--- config.mk ---
export PLATFORM = sky130hd
export DESIGN_NAME = credit_source_arbiter
export DESIGN_NICKNAME = d
export VERILOG_FILES = /design/src/rtl/credit_source_arbiter.sv
export SDC_FILE = /design/constraint.sdc
export NUM_CORES = 1
export LEC_CHECK = 0
export BUFFER_PORTS_ARGS = -buffer_cell sky130_fd_sc_hd__buf_2
export CORE_AREA = 4 4 286 288
export CTS_CLUSTER_SIZE = 25
export DETAILED_ROUTE_END_ITERATION = 10
export DIE_AREA = 0 0 290 292
export PLACE_DENSITY = 0.41
export SLEW_MARGIN = 20
export SYNTH_ARGS = -nofsm -noshare
export SYNTH_HDL_FRONTEND = slang
export SYNTH_SLANG_ARGS = --single-unit
--- constraint.sdc ---
create_clock -name clk -period 11.8 [get_ports clk]
set_input_delay 1.18 -clock clk [delete_from_list [all_inputs] [get_ports clk]]
set_output_delay 1.18 -clock clk [all_outputs]
set_load 0.01 [all_outputs]
--- src/rtl/credit_source_arbiter.sv ---
// Round-robin packet arbiter feeding a credit-controlled streaming sink.
// Holds sink credits, spends one per beat and can hand them back on flush.
module credit_source_arbiter #(
    parameter int data_width    = 128,
    parameter int empty_width   = 4,
    parameter int channel_width = 10,
    parameter int credit_width  = 5,
    parameter int num_req       = 4
) (
    input  logic                             clk,
    input  logic                             reset,
    input  logic [num_req-1:0]               avsi_valid,
    output logic [num_req-1:0]               avsi_ready,
    input  logic [num_req*data_width-1:0]    avsi_data,
    input  logic [num_req*channel_width-1:0] avsi_channel,
    input  logic [num_req-1:0]               avsi_sop,
    input  logic [num_req-1:0]               avsi_eop,
    input  logic [num_req*empty_width-1:0]   avsi_empty,
    output logic                             avso_valid,
    output logic [data_width-1:0]            avso_data,
    output logic [channel_width-1:0]         avso_channel,
    output logic                             avso_sop,
    output logic                             avso_eop,
    output logic [empty_width-1:0]           avso_empty,
    input  logic                             update_credit,
    input  logic [credit_width-1:0]          credit,
    output logic                             return_credit,
    input  logic                             credit_flush,
    output logic [credit_width:0]            credit_cnt,
    output logic                             credit_err
);
    localparam int gw = (num_req > 1) ? $clog2(num_req) : 1;
    localparam int sw = credit_width + 2;
    localparam logic [sw-1:0] cmax = sw'(1 << credit_width);

    typedef enum logic [1:0] {IDLE, XFER, FLUSH} state_t;

    state_t                   state;
    logic [gw-1:0]            grant;
    logic [gw-1:0]            last_grant;
    logic [gw-1:0]            pick;
    logic                     pick_ok;
    logic                     accept;
    logic                     flush_return;
    logic [sw-1:0]            avail;
    logic [sw-1:0]            debit;
    logic [sw-1:0]            sum;
    logic                     underflow;
    logic                     overflow;
    logic [data_width-1:0]    sel_data;
    logic [channel_width-1:0] sel_channel;
    logic [empty_width-1:0]   sel_empty;
    logic                     sel_sop;
    logic                     sel_eop;

    // Descending scan so the nearest requester after last_grant wins.
    always_comb begin
        int idx;
        idx     = 0;
        pick    = last_grant;
        pick_ok = 1'b0;
        for (int k = num_req; k >= 1; k--) begin
            idx = int'(last_grant) + k;
            if (idx >= num_req) idx = idx - num_req;
            if (avsi_valid[idx]) begin
                pick    = gw'(idx);
                pick_ok = 1'b1;
            end
        end
    end

    always_comb begin
        avsi_ready = '0;
        if (state == XFER && credit_cnt != '0) avsi_ready[grant] = 1'b1;
    end

    always_comb begin
        sel_data    = avsi_data[int'(grant)*data_width +: data_width];
        sel_channel = avsi_channel[int'(grant)*channel_width +: channel_width];
        sel_empty   = avsi_empty[int'(grant)*empty_width +: empty_width];
        sel_sop     = avsi_sop[grant];
        sel_eop     = avsi_eop[grant];
    end

    assign accept       = |(avsi_valid & avsi_ready);
    assign avail        = {1'b0, credit_cnt} + (update_credit ? sw'(credit) : '0);
    assign flush_return = (state == FLUSH) && credit_flush && (avail != '0);
    assign debit        = sw'(accept) + sw'(flush_return);
    assign underflow    = avail < debit;
    assign sum          = avail - debit;
    assign overflow     = !underflow && (sum > cmax);

    always_ff @(posedge clk or posedge reset) begin
        if (reset) begin
            state         <= IDLE;
            grant         <= '0;
            last_grant    <= gw'(num_req - 1);
            credit_cnt    <= '0;
            credit_err    <= 1'b0;
            return_credit <= 1'b0;
            avso_valid    <= 1'b0;
            avso_sop      <= 1'b0;
            avso_eop      <= 1'b0;
            avso_data     <= '0;
            avso_channel  <= '0;
            avso_empty    <= '0;
        end else begin
            avso_valid    <= accept;
            return_credit <= flush_return;
            if (underflow) begin
                credit_cnt <= '0;
                credit_err <= 1'b1;
            end else if (overflow) begin
                credit_cnt <= cmax[credit_width:0];
                credit_err <= 1'b1;
            end else begin
                credit_cnt <= sum[credit_width:0];
            end
            if (accept) begin
                avso_data    <= sel_data;
                avso_channel <= sel_channel;
                avso_sop     <= sel_sop;
                avso_eop     <= sel_eop;
                avso_empty   <= sel_eop ? sel_empty : '0;
            end
            unique case (state)
                IDLE: begin
                    if (credit_flush) begin
                        state <= FLUSH;
                    end else if (pick_ok) begin
                        grant <= pick;
                        state <= XFER;
                    end
                end
                XFER: begin
                    if (accept && sel_eop) begin
                        last_grant <= grant;
                        state      <= IDLE;
                    end
                end
                FLUSH: begin
                    if (!credit_flush || (credit_cnt == '0 && !update_credit))
                        state <= IDLE;
                end
                default: state <= IDLE;
            endcase
        end
    end
endmodule
Word-level counts from Yosys, hierarchy flattened
Cells that the tools add are included.
{"block": "totals", "regBits": 159, "input_bits": 589, "output_inout_bits": 157}
{"block": "classes", "addsub": 11, "mul": 1, "order_cmp": 12, "n_eq_ne": 5, "n_shift": 3, "n_mux": 42, "bitwise_logic": 2, "n_reduce_logical": 20}
{"operator": "indexed part select 512 x 10 -> 128 bit", "n": 1}
{"operator": "less-than comparator 32 x 4 -> 1 bit (second input constant)", "n": 4}
{"operator": "2-to-1 mux 32 bit", "n": 4}
{"operator": "indexed part select 40 x 7 -> 10 bit", "n": 1}
{"operator": "2-to-1 mux 1 bit", "n": 17}
{"operator": "2-to-1 mux 2 bit", "n": 8}
{"operator": "indexed part select 16 x 5 -> 4 bit", "n": 1}
{"operator": "binary-select mux 1 bit (select 2 bit)", "n": 6}
{"operator": "2-to-1 mux 6 bit", "n": 2}
{"operator": "subtractor 3 x 3 -> 4 bit (second input constant)", "n": 3}
{"operator": ">= comparator 3 bit (second input constant)", "n": 3}
{"operator": "2-to-1 mux 4 bit", "n": 2}
{"operator": "adder 6 x 5 -> 7 bit", "n": 1}
{"operator": "greater-than comparator 7 x 6 -> 1 bit (second input constant)", "n": 1}
{"operator": "logical AND 1 bit", "n": 7}
{"operator": "less-than comparator 7 x 2 -> 1 bit", "n": 1}
{"operator": "nonzero test 7 bit", "n": 1}
{"operator": "subtractor 7 x 2 -> 7 bit", "n": 1}
{"operator": "adder 2 x 2 -> 3 bit (second input constant)", "n": 2}
{"operator": "logical NOT 6 bit", "n": 1}
{"operator": "one-hot mux 2 bit (3 select lines)", "n": 1}
{"operator": "AND reduction 3 bit", "n": 2}
{"operator": "nonzero test 6 bit", "n": 1}
{"operator": "multiplier 2 x 3 -> 5 bit (second input constant)", "n": 1}
{"operator": "other kinds (21)", "n": 24}

Depth between registers and ports, before layout
Gate-level depths: netlist of the first run.
{"block": "logic_depth", "ltp_word": 13, "mapped_depth": 18, "mapped_depth_nobuf": 18}

Worst setup path after synthesis of the first run
No wires, ideal clock.
{"block": "synth_path", "path_kind": "input -> register", "start": "input port update_credit", "end": "register credit_err", "setup_time_ns": 0.065, "arrival_ns": 4.618, "slack_ns": 7.117, "path_stages": 17, "path_buffers": 0, "cell_sequence": "and2_1 > ha_1 > inv_1 > fa_1 > nand2b_1 > a21o_1 > xnor2_1 > and2_1 > a31oi_1 > ha_1 > ha_1 > inv_1 > fa_1 > nor2_1 > o211ai_1 > a221oi_1 > or2_2"}
{"block": "synth_between", "elab_chain_len": 9, "word_cells_on_any_way": 12}
{"item": "from (decl)", "line": "25", "text": "input logic update_credit,"}
{"item": "2-to-1 mux 5 bit (*)", "line": "86", "text": "assign avail = {1'b0, credit_cnt} + (update_credit ? sw'(credit) : '0);"}
{"item": "adder 6 x 5 -> 7 bit (*)", "line": "86"}
{"item": "nonzero test 7 bit (*)", "line": "87", "text": "assign flush_return = (state == FLUSH) && credit_flush && (avail != '0);"}
{"item": "logical AND 1 bit (*)", "line": "87"}
{"item": "named net flush_return", "line": "44", "text": "logic flush_return;"}
{"item": "adder 1 x 1 -> 2 bit (*)", "line": "88", "text": "assign debit = sw'(accept) + sw'(flush_return);"}
{"item": "subtractor 7 x 2 -> 7 bit or less-than comparator 7 x 2 -> 1 bit (tied branches)", "line": "90, 89"}
{"item": "greater-than comparator 7 x 6 -> 1 bit or logical NOT 1 bit (tied branches)", "line": "91", "text": "assign overflow = !underflow && (sum > cmax);"}
{"item": "logical AND 1 bit", "line": "91"}
{"item": "nonzero test 2 bit (no source line)"}
{"item": "to (signal assigned)", "line": "99", "text": "credit_err <= 1'b0;"}
{"item": "to (signal assigned)", "line": "112", "text": "credit_err <= 1'b1;"}
{"item": "to (signal assigned)", "line": "115", "text": "credit_err <= 1'b1;"}
{"item": "to (decl)", "line": "30", "text": "output logic credit_err"}
Mark *: on every way through the listed nets, which the timed path passes. The rest lies on a longest branch.
A chain may end at the register's enable or synchronous reset.

Worst setup path after layout of the first run
Same ends and word-level chain as after synthesis.

==> impl_metrics.toml, run 1 <==
[power_and_ir_drop]
power.density_nw_per_um2 = 242
finalPower_mw = 3.80
leakagePower_nw = 7.20
ir_drop_mv = 0.102

[synth]
seq_area_frac_synth = 0.389
synthCells = 631
ys.flop_type = "dfrtp_1"
ys_warn_count = 0
ys_types = 47
synthArstFlopShare = 1.00
syn_area_per_cell_um2 = 16.2
synth_area_um2 = 10200
synth_fp_nets = 1230
synth_edf_count = 0
synth-seq-cells = 159

[clocking]
cts_tree = "built"
cts_inserted_buffers = 17
clk-insertion-delay-late_ns = 0.47
post_cts_buffers = 0
cts_resized = 0
clk_pin_slew_ns = 0.07
hold_buffers = 0
ctsRootBufferMaster = "clkbuf_16"
cts-htree-levels = 4
cts_max_path_buffers = 2
cts_num_sinks = 159

[critical_path]
endpoint_kind = "flip-flop"
cp_max_fo = 8
required_ns = 12.19
critical_path_arrival_ns = 5.41
crit_path_start_kind = "input port"
crit_type = "in2reg"

[sta]
relSlewSlack = 0.338
fmax_mhz = 199
drv_slew = 0
setup-violations-final = 0
fin_skew_ns = 0.0217
tightest_slew_ns = 0.992
hold_viol = 0
rsz0062_at_grt = "false"
period_needed_ns = 5.01
finalCritPeriodShare = 0.425
finalSetupTns_ns = 0

[detailed_routing]
ant_nets = 0
dr_total_vias = 9005
wirelength_mm = 47.0
drt-initial-drc-count = 343
drtPass1Iterations = 6
drc = 0
viasPerCell = 3.72
wire_per_inst_um = 19.4

[finish]
final_common_cell = "buf_2"
final_cell_mix = "745 x buf_2, 155 x dfrtp_1, 144 x mux4_2, 80 x mux2_4, 62 x mux2_2"
syn2layout_area_growth_pct = 52.9
final_nets = 1952
layout-drive-gt1-share = 0.792

[die]
design.core.area_um2 = 78900
start_util = 0.130
die_w_um = 290
row_count = 103
io_pins = 746
die_h_um = 292
die_area_um2 = 84700

[global_route]
grt_max_degree = 63
track_usage = 0.107
grt_first_pass_wirelength_mm = 67.8
grt_pass1_vias = 10299
overflow = 0
antenna_found_initial = 10

[place]
io_buffers = 745
gp_congestion = 0.941
hpwl_mm = 39.7

[outcome]
status = "complete, no violations"

[min_path]
worstHoldPathType = "reg2reg"

[flow_run]
max_cap_violations = 0
-- final timing paths --
check / depth (start not counted) / to / start / slack [ns]
max: 16 / credit_err / update_credit / 6.79
min: 1 / state[1] / state[0] / 0.47
max reg2reg: 13 / credit_err / grant[0] / 7.04
min reg2reg: 1 / state[1] / state[0] / 0.47
max in group asynchronous: 3 / grant[1] / reset / 9.80
min in group asynchronous: 2 / avso_data[86] / reset / 0.72
-- sequential cells by signal (all words and copies together) (netlist names) --
signal         flops
avso_channel      10
avso_data        128
avso_empty         4
avso_eop           1
avso_sop           1
avso_valid         1
credit_cnt         6
credit_err         1
grant              2
last_grant         2
return_credit      1
state              2
-- per-stage QoR --
stage               instance area (um2)  setup slack, ns  cells  hold WS, ns   util
floorplan                         10200             6.33    631        0.428      -
global placement                  15100             6.50   2384        0.460  0.191
detailed placement                15100             6.40   2384        0.454  0.191
CTS                               15700             6.90   2416        0.470  0.199
global route                      15700             6.48   2418        0.494  0.199
finish                            15700             6.79   2419        0.471  0.199
-- kinds of logic after synthesis --
| family | synth area share |
|---|---|
| AOI/OAI and AO/OA | 0.0232 |
| buffers and inverters | 0.0344 |
| and+or+nand+nor | 0.0334 |
| muxes | 0.504 |
| DFF | 0.389 |
| xor gates and xnor gates | 0.00257 |
| adders and majority gates | 0.0137 |
-- report_power, final --
part / internal (mW) / switching [mW]
combinational: 1.20 / 0.969
sequential: 0.833 / 0.230
clock: 0.296 / 0.268
total: 2.33 / 1.47
-- worst max-delay path: stages --
cell and delay (ns):
buf_2 0.13, and2_1 0.14, ha_1 0.33, a21oi_1 0.20
a21oi_1 0.20, or3_1 0.37, a31oi_1 0.37, a31oi_1 0.19
ha_1 0.33, ha_1 0.17, inv_1 0.06, fa_1 0.44
nor2_1 0.25, o211ai_1 0.16, a221oi_1 0.66, or2_2 0.22
-- synth_stat cells (2+ instances only) --
cell      instances  area share
dfstp_2           2      0.0051
o21ai_0          13      0.0064
inv_1            15      0.0055
clkbuf_1         19      0.0070
and2_1            6      0.0037
buf_2            19      0.0093
xnor2_1           2      0.0017
nand2_1          21      0.0077
nand2b_1          4      0.0024
nor2_1           12      0.0044
and3_1            2      0.0012
a31oi_1           3      0.0018
mux2_2           62       0.068
or2_2             2      0.0012
fa_1              2      0.0039
buf_1             3      0.0011
mux2_4           80        0.12
dfrtp_1         157        0.38
buf_6            10       0.011
a21o_1            2      0.0015
mux4_2          144        0.32
nand3_1           4      0.0020
nor2b_1           3      0.0018
ha_1              8      0.0098
mux2i_1           2      0.0020
a21oi_1           7      0.0034
a22oi_1           2      0.0015
or3_1             2      0.0012
o211ai_1          2      0.0015
nor4_1            2      0.0012
nor3_1            2     0.00098
o311ai_0          2      0.0017
-- layer usage --
layer	global-route usage	share of wire	vias to the layer above	wire length (um)
li1	-	-	3976	-
met1	0.111	0.35	4475	16400
met2	0.194	0.52	499	24700
met3	0.0414	0.095	49	4450
met4	0.0432	0.031	6	1460
met5	0	0.00087	-	41
-- area by class of cell --
cell class | count | area [um2]
repair buffers | 754 | 3800
clock inverters | 15 | 153
clock buffers | 17 | 425
well taps | 1050 | 1310
flip-flops and latches | 159 | 3990
multi-input cells | 405 | 5910
fillers | 8713 | 63200
inverters | 16 | 72.6
diodes | 3 | 7.51
Power figures use the tool's default switching activity.
==> run 2, diff against run 1 <==
- CORE_AREA: 4 4 286 288 -> 4 4 288 290
- DIE_AREA: 0 0 290 292 -> 0 0 292 294
- clock period: 11.8 -> 4.8 ns (I/O delays scaled with it)
==> run 2 against run 1 <==
- combinational power rose to 2.5 times the previous value
- flip-flop and latch count is the same
- routed wire length grew 3.0%
- sequential share of layout area is 0.19 points lower
- count of clock-buffer cells in the layout unchanged
- global-route usage barely moved
- highest routed layer is now met4
==> impl_metrics.toml, run 2 (synthesis gave the netlist of run 1 again) <==
[critical_path]
crit_type = "reg2reg"
cp_slowest_stage_delay_ns = 0.43
cp_top_family = "adder cells"
crit_path_start_kind = "flip-flop"
slowest_stage = "dfrtp_1"
cp_cell_sequence = "ha_1 -> inv_1 -> fa_1 -> nand2b_1 -> a21o_1 -> xnor2_1 -> and2_1 -> a31oi_1 -> ha_1 -> ha_1 -> inv_1 -> fa_1 -> xor2_1 -> o311ai_0 -> a22oi_1 -> a221oi_1 -> buf_4 -> or2_2"
cp_max_fo = 5
endpoint_kind = "flip-flop"
cp_common_cell = "ha_1"
critical_path_arrival_ns = 4.67
cp_num_buf_inv = 3
required_ns = 5.15

[sta]
holdWs_ns = 0.259
hold_viol = 0
layout_setup_ws_ns = 0.479
period_needed_ns = 4.32
setup-violations-final = 0
fmax_mhz = 231
drv_slew = 0
tightest_slew_ns = 0.903
relSlewSlack = 0.398
fin_skew_ns = 0.0174
finalSetupTns_ns = 0
rsz0062_at_grt = "false"
finalCritPeriodShare = 0.900

[finish]
finalNonFillerCells = 2434
syn2layout_area_growth_pct = 54.1
largest_reg_flops = 128
final_cell_mix = "745 x buf_2, 155 x dfrtp_1, 144 x mux4_2, 80 x mux2_4, 62 x mux2_2"
regMostFlops = "avso_data"
top_regs = "avso_data (128), avso_channel (10), credit_cnt (6)"
final_area_um2 = 15800
layout-drive-gt1-share = 0.792
final_common_cell = "buf_2"
final_nets = 1958
fin_util = 0.197

[global_route]
overflow = 0
grt_first_pass_wirelength_mm = 67.8
track_usage = 0.107
antenna_found_initial = 4
grt_max_degree = 88
grt_pass1_vias = 10067

[outcome]
status = "complete, no violations"

[clocking]
cts-htree-levels = 4
cts_resized = 0
cts_inserted_buffers = 17
cts_num_sinks = 159
clk-insertion-delay-late_ns = 0.47
clk_pin_slew_ns = 0.08
cts_tree = "built"
ctsRootBufferMaster = "clkbuf_16"
cts_max_path_buffers = 2

[die]
io_pins = 746
die_area_um2 = 85800
die_w_um = 292
start_util = 0.128
row_count = 104
design.core.area_um2 = 80300
die_h_um = 294

[detailed_routing]
viasPerCell = 3.67
wire_per_inst_um = 19.9
drc = 0
drtPass1Iterations = 4
ant_nets = 0
dr_total_vias = 8924
drt-initial-drc-count = 362
wirelength_mm = 48.4

[power_and_ir_drop]
switching_share = 0.380
ir_drop_mv = 0.246
finalPower_mw = 9.47
power.density_nw_per_um2 = 600
p_int_mw = 5.87
power_frac_clock = 0.161
switching_power_mw = 3.60
leakagePower_nw = 7.26
pwr-share-comb = 0.575
sequentialPowerShare = 0.264

[place]
post-place-ws_ns = 0.260
gp_congestion = 1.00
io_buffers = 745
dpl.cell_count = 2399
hpwl_mm = 40.5
dpl_cell_area_um2 = 15100

[min_path]
worstHoldPathType = "in2reg"

[flow_run]
max_cap_violations = 0
## run 2: final timing paths
check	from	to	slack, ns	cells after the start
max in group asynchronous	reset	grant[1]	3.24	4
hold reg to reg	credit_err	credit_err	0.47	1
setup reg to reg	credit_cnt[0]	credit_err	0.48	18
min in group asynchronous	reset	avso_data[84]	0.53	3
hold / removal	credit_flush	state[1]	0.26	3
setup / recovery	credit_cnt[0]	credit_err	0.48	18
## run 2: tightest hold or removal path: cells and delay by family
kind / cells / cell delay (ns)
compound gates: 1 / 0.04
buf+inv: 2 / 0.17
## run 2: layout make-up
cell class / count / area, um2
flip-flops and latches: 159 / 3990
clock inverters: 15 / 200
clock buffers: 17 / 425
fillers: 8760 / 64500
multi-input cells: 405 / 5910
repair buffers: 760 / 3860
inverters: 16 / 72.6
well taps: 1060 / 1330
diodes: 2 / 5.00
## run 2: power by group through the flow
stage	clock, mW	sequential, mW	combinational [mW]
after floorplan	0	2.71	3.54
after global placement	0	2.52	5.55
after detailed placement	0	2.52	5.59
after CTS	1.64	2.52	5.59
after global routing	1.67	2.61	5.87
final	1.52	2.50	5.44
## run 2: layer usage
metal / wire (um) / vias up / GRT usage
met5: 0 / - / 0
met4: 1010 / 0 / 0.0327
met3: 3490 / 44 / 0.0306
met2: 25600 / 445 / 0.194
met1: 18400 / 4454 / 0.123
li1: - / 3981 / -
## run 2: what timing repair did
action                                 4_1_cts  5_1_grt
hold buffers                                 1        0
buffers inserted                             0        0
endpoints found under the hold margin       24        0
